File: src/rtl/multicycle_main_control.sv
// Main control FSM for the multicycle MIPS datapath: sequences fetch/decode/execute/
// memory/writeback, drives every datapath enable and select, and counts retired instructions.
module multicycle_main_control #(
  parameter int CNT_W = 16
) (
  input  logic             clk,
  input  logic             reset,
  input  logic [5:0]       Op,
  input  logic             MemReady,
  output logic             PCWrite,
  output logic             PCWriteCond,
  output logic             IorD,
  output logic             MemRead,
  output logic             MemWrite,
  output logic             MemtoReg,
  output logic             IRWrite,
  output logic             RegDst,
  output logic             RegWrite,
  output logic             ALUSrcA,
  output logic [1:0]       ALUSrcB,
  output logic [1:0]       PCSource,
  output logic [1:0]       AluOp,
  output logic             IllegalOp,
  output logic [3:0]       State,
  output logic [CNT_W-1:0] InstrCount
);

  localparam logic [3:0] FETCH    = 4'd0;
  localparam logic [3:0] DECODE   = 4'd1;
  localparam logic [3:0] MEMADR   = 4'd2;
  localparam logic [3:0] MEMRD    = 4'd3;
  localparam logic [3:0] MEMWB    = 4'd4;
  localparam logic [3:0] MEMWR    = 4'd5;
  localparam logic [3:0] EXECUTE  = 4'd6;
  localparam logic [3:0] ALUWB    = 4'd7;
  localparam logic [3:0] BRANCH   = 4'd8;
  localparam logic [3:0] JUMP     = 4'd9;
  localparam logic [3:0] ADDIEXEC = 4'd10;
  localparam logic [3:0] ADDIWB   = 4'd11;

  localparam logic [5:0] OP_LW   = 6'b100011;
  localparam logic [5:0] OP_SW   = 6'b101011;
  localparam logic [5:0] OP_R    = 6'b000000;
  localparam logic [5:0] OP_BEQ  = 6'b000100;
  localparam logic [5:0] OP_J    = 6'b000010;
  localparam logic [5:0] OP_ADDI = 6'b001000;

  logic [3:0]       state;
  logic [3:0]       nextState;
  logic [3:0]       decState;
  logic             retire;
  logic [CNT_W-1:0] instrCnt;

  always_ff @(posedge clk) begin
    if (reset) begin
      state    <= FETCH;
      instrCnt <= '0;
    end else begin
      state <= nextState;
      if (retire) instrCnt <= instrCnt + CNT_W'(1);
    end
  end

  always_comb begin
    nextState = FETCH;
    retire    = 1'b0;
    case (state)
      FETCH:    nextState = MemReady ? DECODE : FETCH;
      DECODE: begin
        case (Op)
          OP_LW, OP_SW: nextState = MEMADR;
          OP_R:         nextState = EXECUTE;
          OP_BEQ:       nextState = BRANCH;
          OP_J:         nextState = JUMP;
          OP_ADDI:      nextState = ADDIEXEC;
          default:      nextState = FETCH;
        endcase
      end
      // Op comes from the IR, which is stable for the whole instruction.
      MEMADR:   nextState = (Op == OP_SW) ? MEMWR : MEMRD;
      MEMRD:    nextState = MemReady ? MEMWB : MEMRD;
      MEMWB:    retire = 1'b1;
      MEMWR: begin
        nextState = MemReady ? FETCH : MEMWR;
        retire    = MemReady;
      end
      EXECUTE:  nextState = ALUWB;
      ALUWB:    retire = 1'b1;
      BRANCH:   retire = 1'b1;
      JUMP:     retire = 1'b1;
      ADDIEXEC: nextState = ADDIWB;
      ADDIWB:   retire = 1'b1;
      default:  nextState = FETCH;
    endcase
  end

  // While reset is held the datapath sees FETCH controls regardless of the state register.
  assign decState = reset ? FETCH : state;

  always_comb begin
    PCWrite     = 1'b0;
    PCWriteCond = 1'b0;
    IorD        = 1'b0;
    MemRead     = 1'b0;
    MemWrite    = 1'b0;
    MemtoReg    = 1'b0;
    IRWrite     = 1'b0;
    RegDst      = 1'b0;
    RegWrite    = 1'b0;
    ALUSrcA     = 1'b0;
    ALUSrcB     = 2'b00;
    PCSource    = 2'b00;
    AluOp       = 2'b00;
    IllegalOp   = 1'b0;
    case (decState)
      FETCH: begin
        MemRead = 1'b1;
        ALUSrcB = 2'b01;
        IRWrite = MemReady;
        PCWrite = MemReady;
      end
      DECODE: begin
        ALUSrcB = 2'b11;
        case (Op)
          OP_LW, OP_SW, OP_R, OP_BEQ, OP_J, OP_ADDI: IllegalOp = 1'b0;
          default:                                   IllegalOp = 1'b1;
        endcase
      end
      MEMADR: begin
        ALUSrcA = 1'b1;
        ALUSrcB = 2'b10;
      end
      MEMRD: begin
        MemRead = 1'b1;
        IorD    = 1'b1;
      end
      MEMWB: begin
        RegWrite = 1'b1;
        MemtoReg = 1'b1;
      end
      MEMWR: begin
        MemWrite = 1'b1;
        IorD     = 1'b1;
      end
      EXECUTE: begin
        ALUSrcA = 1'b1;
        AluOp   = 2'b10;
      end
      ALUWB: begin
        RegWrite = 1'b1;
        RegDst   = 1'b1;
      end
      BRANCH: begin
        ALUSrcA     = 1'b1;
        AluOp       = 2'b01;
        PCWriteCond = 1'b1;
        PCSource    = 2'b01;
      end
      JUMP: begin
        PCWrite  = 1'b1;
        PCSource = 2'b10;
      end
      ADDIEXEC: begin
        ALUSrcA = 1'b1;
        ALUSrcB = 2'b10;
      end
      ADDIWB:   RegWrite = 1'b1;
      default: ;
    endcase
  end

  assign State      = state;
  assign InstrCount = instrCnt;

endmodule

File: config.mk
export PLATFORM = sky130hd
export DESIGN_NAME = multicycle_main_control
export DESIGN_NICKNAME = d
export VERILOG_FILES = /design/src/rtl/multicycle_main_control.sv
export SDC_FILE = /design/constraint.sdc
export NUM_CORES = 1
export LEC_CHECK = 0
export CORE_UTILIZATION = 41
export DETAILED_ROUTE_END_ITERATION = 10
export PLACE_DENSITY_LB_ADDON = 0.2
export SLEW_MARGIN = 30
export SYNTH_ARGS = -nofsm -noshare
export SYNTH_HDL_FRONTEND = slang
export SYNTH_SLANG_ARGS = --single-unit
File: constraint.sdc
create_clock -name clk -period 2.1 [get_ports clk]
set_clock_uncertainty 0.1 [all_clocks]
set_input_delay 0.63 -clock clk [delete_from_list [all_inputs] [get_ports clk]]
set_output_delay 0.63 -clock clk [all_outputs]
set_load 0.005 [all_outputs]
# ---- Word level (Yosys, flattened, before mapping)
# Cells that the tools add are included.
dict set report word_totals {
  regBits 20
  out_inout_bits 37
}
dict set report op_classes {
  n_addsub 1
  n_eq_ne 27
  mux 23
  reduce_logical 11
}
# operator n
set ops {}
lappend ops {{$eq 4x3->1 const B} 8}
lappend ops {{$eq 4x4->1 const B} 8}
lappend ops {{$pmux 4 s7} 1}
lappend ops {{$pmux 4 s5} 1}
lappend ops {{$add 16x1->16 const B} 1}
lappend ops {{$eq 4x2->1 const B} 4}
lappend ops {{$eq 6x6->1 const B} 2}
lappend ops {{$mux 1} 12}
lappend ops {{$mux 3} 3}
lappend ops {{$eq 4x1->1 const B} 2}
lappend ops {{$logic_not 4->1} 2}
lappend ops {{$pmux 2 s2} 2}
lappend ops {{$reduce_or 2->1} 4}
lappend ops {{$eq 6x2->1 const B} 1}
lappend ops {{$eq 6x3->1 const B} 1}
lappend ops {{$eq 6x4->1 const B} 1}
lappend ops {{$logic_not 6->1} 1}
lappend ops {{$pmux 2 s3} 1}
lappend ops {{$reduce_or 6->1} 1}
lappend ops {{$reduce_or 5->1} 1}
lappend ops {{$mux 4} 1}
lappend ops {{$pmux 1 s2} 2}
lappend ops {{$reduce_or 4->1} 1}
lappend ops {{$reduce_or 3->1} 1}

# ---- Longest topological paths before layout
dict set report depth {
  ltp_word 4
  depth_mapped 6
  ltp_nobuf 5
}

# ---- Least setup slack after synthesis
# No wires, ideal clock.
dict set report synth_path {
  kind {input to output}
  start {input port reset}
  end {output port AluOp[0]}
  arrival_time_ns 1.503
  t_required_ns 1.370
  slack_ns -0.133
  cell_stages 4
  cell_sequence {clkbuf_1 -> clkbuf_1 -> nor4_1 -> buf_4}
}
dict set report synth_via {
  elab_chain_cells 3
}
# item line_no
set synth_lines {}
lappend synth_lines {{start: declaration} 7} ;# input logic reset,
lappend synth_lines {{$mux 4 (*)} 98} ;# assign decState = reset ? FETCH : state;
lappend synth_lines {{$eq 4x4->1 or $eq 4x3->1 (tied branches)} 115} ;# case (decState)
lappend synth_lines {{$pmux 2 s2 (*)} 115}
lappend synth_lines {{end: declaration} 22} ;# output logic [1:0] AluOp,
# Every way passes the cells marked *; elsewhere a longest branch is shown, timed or not.

# ---- Worst setup path in the final report
dict set report layout_path {
  start {input port Op[2]}
  end {output port IllegalOp}
}
dict set report layout_via {
  elab_chain_cells 4
}
# item line_no
set layout_lines {}
lappend layout_lines {{start: declaration} 8} ;# input logic [5:0] Op,
lappend layout_lines {{$eq 6x6->1, or another cell as far along} 124} ;# case (Op)
lappend layout_lines {{$reduce_or 6->1 (*)} 124}
lappend layout_lines {{$mux 1 (*)} 124}
lappend layout_lines {{$mux 1 (*)} 115}
lappend layout_lines {{end: declaration} 23} ;# output logic IllegalOp,
# Marked as above.

==> results <==
power groups by stage:
stage	Combinational (mW)	Sequential (mW)	Clock, mW
floorplan	0.0460	0.393	0
global placement	0.121	0.393	0
detailed placement	0.124	0.392	0
CTS	0.156	0.383	0.234
global route	0.183	0.383	0.257
finish	0.173	0.382	0.233
sequential cells by signal, indices dropped and copies added (netlist names):
name / cells
InstrCount: 16
State: 4
metal layers:
| layer | vias to the layer above | GRT usage | part of all wire |
|---|---|---|---|
| met2 | 59 | 0.504 | 0.53 |
| met1 | 862 | 0.356 | 0.40 |
| met5 | - | 0 | 0 |
| met3 | 14 | 0.0415 | 0.047 |
| li1 | 844 | - | - |
| met4 | 0 | 0.0952 | 0.025 |
kinds of logic after synthesis:
family,share of synthesized area
AND/OR/NAND/NOR,0.357
AO/OA/AOI/OAI,0.247
flip-flops,0.298
buffers and inverters,0.0539
XOR/XNOR,0.0195
multiplexers,0.0158
adder cells (fa/ha/maj),0.00930
path summary, 6_finish.rpt:
kind,end,cells after the start
worst min-delay path,InstrCount[15],2
worst max-delay path,IllegalOp,6
worst min register to register,InstrCount[15],2
worst max register to register,InstrCount[13],6
worst reg2reg max path, cell delays in order (launching register included):
cell and delay, ps:
dfxtp_4 410, or2b_1 160, buf_6 130, buf_4 170
nand4_4 200, nor4_1 350, mux2_1 350
synth_stat cells, types with 2 or more instances:
master / n / area share
nand4_1: 3 / 0.014
xor2_1: 2 / 0.013
inv_1: 3 / 0.0084
nand2_1: 9 / 0.025
dfxtp_1: 20 / 0.30
clkbuf_1: 11 / 0.031
nor4_1: 7 / 0.033
nor2b_1: 2 / 0.0093
nor2_1: 9 / 0.025
buf_4: 2 / 0.011
nand2b_1: 3 / 0.014
or2_2: 2 / 0.0093
and4b_1: 2 / 0.015
a31oi_1: 3 / 0.014
o21ai_0: 11 / 0.041
o21bai_1: 3 / 0.017
o31ai_1: 7 / 0.039
o21a_1: 2 / 0.011
a21oi_1: 19 / 0.071
or3_1: 6 / 0.028
or4_1: 7 / 0.039
nand3_1: 5 / 0.019
nand4_4: 2 / 0.032
nor4b_1: 2 / 0.013
nor3_1: 9 / 0.033
timing repair:
action	4_1_cts	5_1_grt
hold endpoints to repair	0	0
pin swaps	13	11
endpoints found under the setup margin	33	22
resized for setup	141	21
buffers inserted	14	3
cloned	1	0
cells in the final DEF, fill, tap and decap left out, types with 6 or more instances in the layout:
cell type,Yosys,final
or4_1,7,7
nand2_1,9,8
o31ai_1,7,7
clkdlybuf4s50_1,0,18
a21oi_1,19,18
buf_4,2,48
dfxtp_1,20,14
buf_6,0,12
o21ai_0,11,8
nor2_1,9,9
buf_2,1,14
or3_1,6,6
final cells by class:
cell class,instances,area share
Multi-Input combinational cell,135,0.431
Clock buffer,4,0.0148
Tap cell,44,0.0224
Sequential cell,20,0.169
Timing Repair Buffer,103,0.358
Inverter,3,0.00459
metrics by stage:
step	setup slack, ps	hold slack [ps]
after floorplan	-19.4	368
after global placement	-796	363
after detailed placement	-997	380
after CTS	-112	398
after global routing	-140	444
final	-104	390
==> results.ini <==
[run_status]
status=complete, but fails checks
violations=negative setup slack

[clock_tree]
cts-htree-levels=1
clock-root-buffer=clkbuf_4
clkTransAtPathRegs_ps=130
cts_buffer_depth=2
cts_tree=built
ctsHoldBuffers=0
clkLatencyLatePin_ps=300
cts_made_buffers=3
cts_sinks=20

[floorplanning]
start_util=0.437
die-area_um2=3510
row_count=20
die_x_um=59.3
io_pins=46
die_h_um=59.3
core_um2=3080

[synthesis]
synthFlopType=dfxtp_1
synthArstFlopShare=0
ys_ff_latch=20
synthesis.area_um2=1350
syn_nets=182
synth_seq_area_share=0.298
ys_types=46
synth-edff-count=0
yosysWarnings=0
avgSynthCellArea_um2=7.82
synthesis.instances=172

[timing]
setup_ws_ps=-104
hold_viol=0
tns_ps=-576
rsz0062_at_grt=true
layout_min_cycle_time_ps=2200
setup_viol=11
slew_headroom=0.744
tightest_slew_ps=378
finalMaxSlewViolations=0
clock.fmax_mhz=454
fin_crit_sh=1.05

[finish]
layout.cells.non_filler=309
synthToLayoutAreaGrowth_pct=82.3
fillers=202
fin_nets=276
drive_gt1_frac=0.457
stdcell_area_um2=2450
multiInputGateArea_um2=1060
register_area_um2=415
fin_util=0.797
num_antenna_cells=0

[worst_setup_path]
cp.arrival_ps=1470
crit_buf_inv=2
worstPathRequired_ps=1370
crit_chain=buf_8, xor2_1, o21ai_1, nor4_2, nor2_1, buf_2
worstSetupStartpoint=Op[2]
rr_startpoint=State[0]
critical_path_class=in -> out
cpMaxStageDelayCell=nor4_2
critPathMaxFanout=3
cp_slowest_stage_delay_ps=220
cp-start-kind=primary input
crit_family=simple AND/OR/NAND/NOR gates
rrSetupSlack_ps=140
cp-end-kind=output port

[routing]
dr.first_iter.drc_count=118
drt-pass1-iter-count=4
routedWlPerCell_um=15.7
drc=0
ant_nets=0
viasPerCell=5.76
drt-total-wl_mm=4.85
vias=1779

[power]
power.density_nw_per_um2=321
clkPwrFrac=0.296
net-switching-power_mw=0.210
report.power.total_mw=0.788
combPwrFrac=0.219
leakagePower_nw=1.00
ir_worst_vdd_uv=244
sequentialPowerShare=0.485
swShare=0.267
internal-power_mw=0.578

[grt]
grt_pass1_wl_mm=7.82
grt_pass1_vias=1713
antenna_found_initial=0
grt_max_degree=13
grt_usage=0.287
grt_overflow=0

[flow_run]
cap_violations=0

[placement]
dp_hpwl_mm=3.06
gp_congestion=0.894
place_inst=287
detailed_place.area_um2=2110
port_buffers=45

[worst_hold_path]
hold_class=reg -> reg
worstHoldStart=InstrCount[15]

Power figures use the tool's default switching activity.
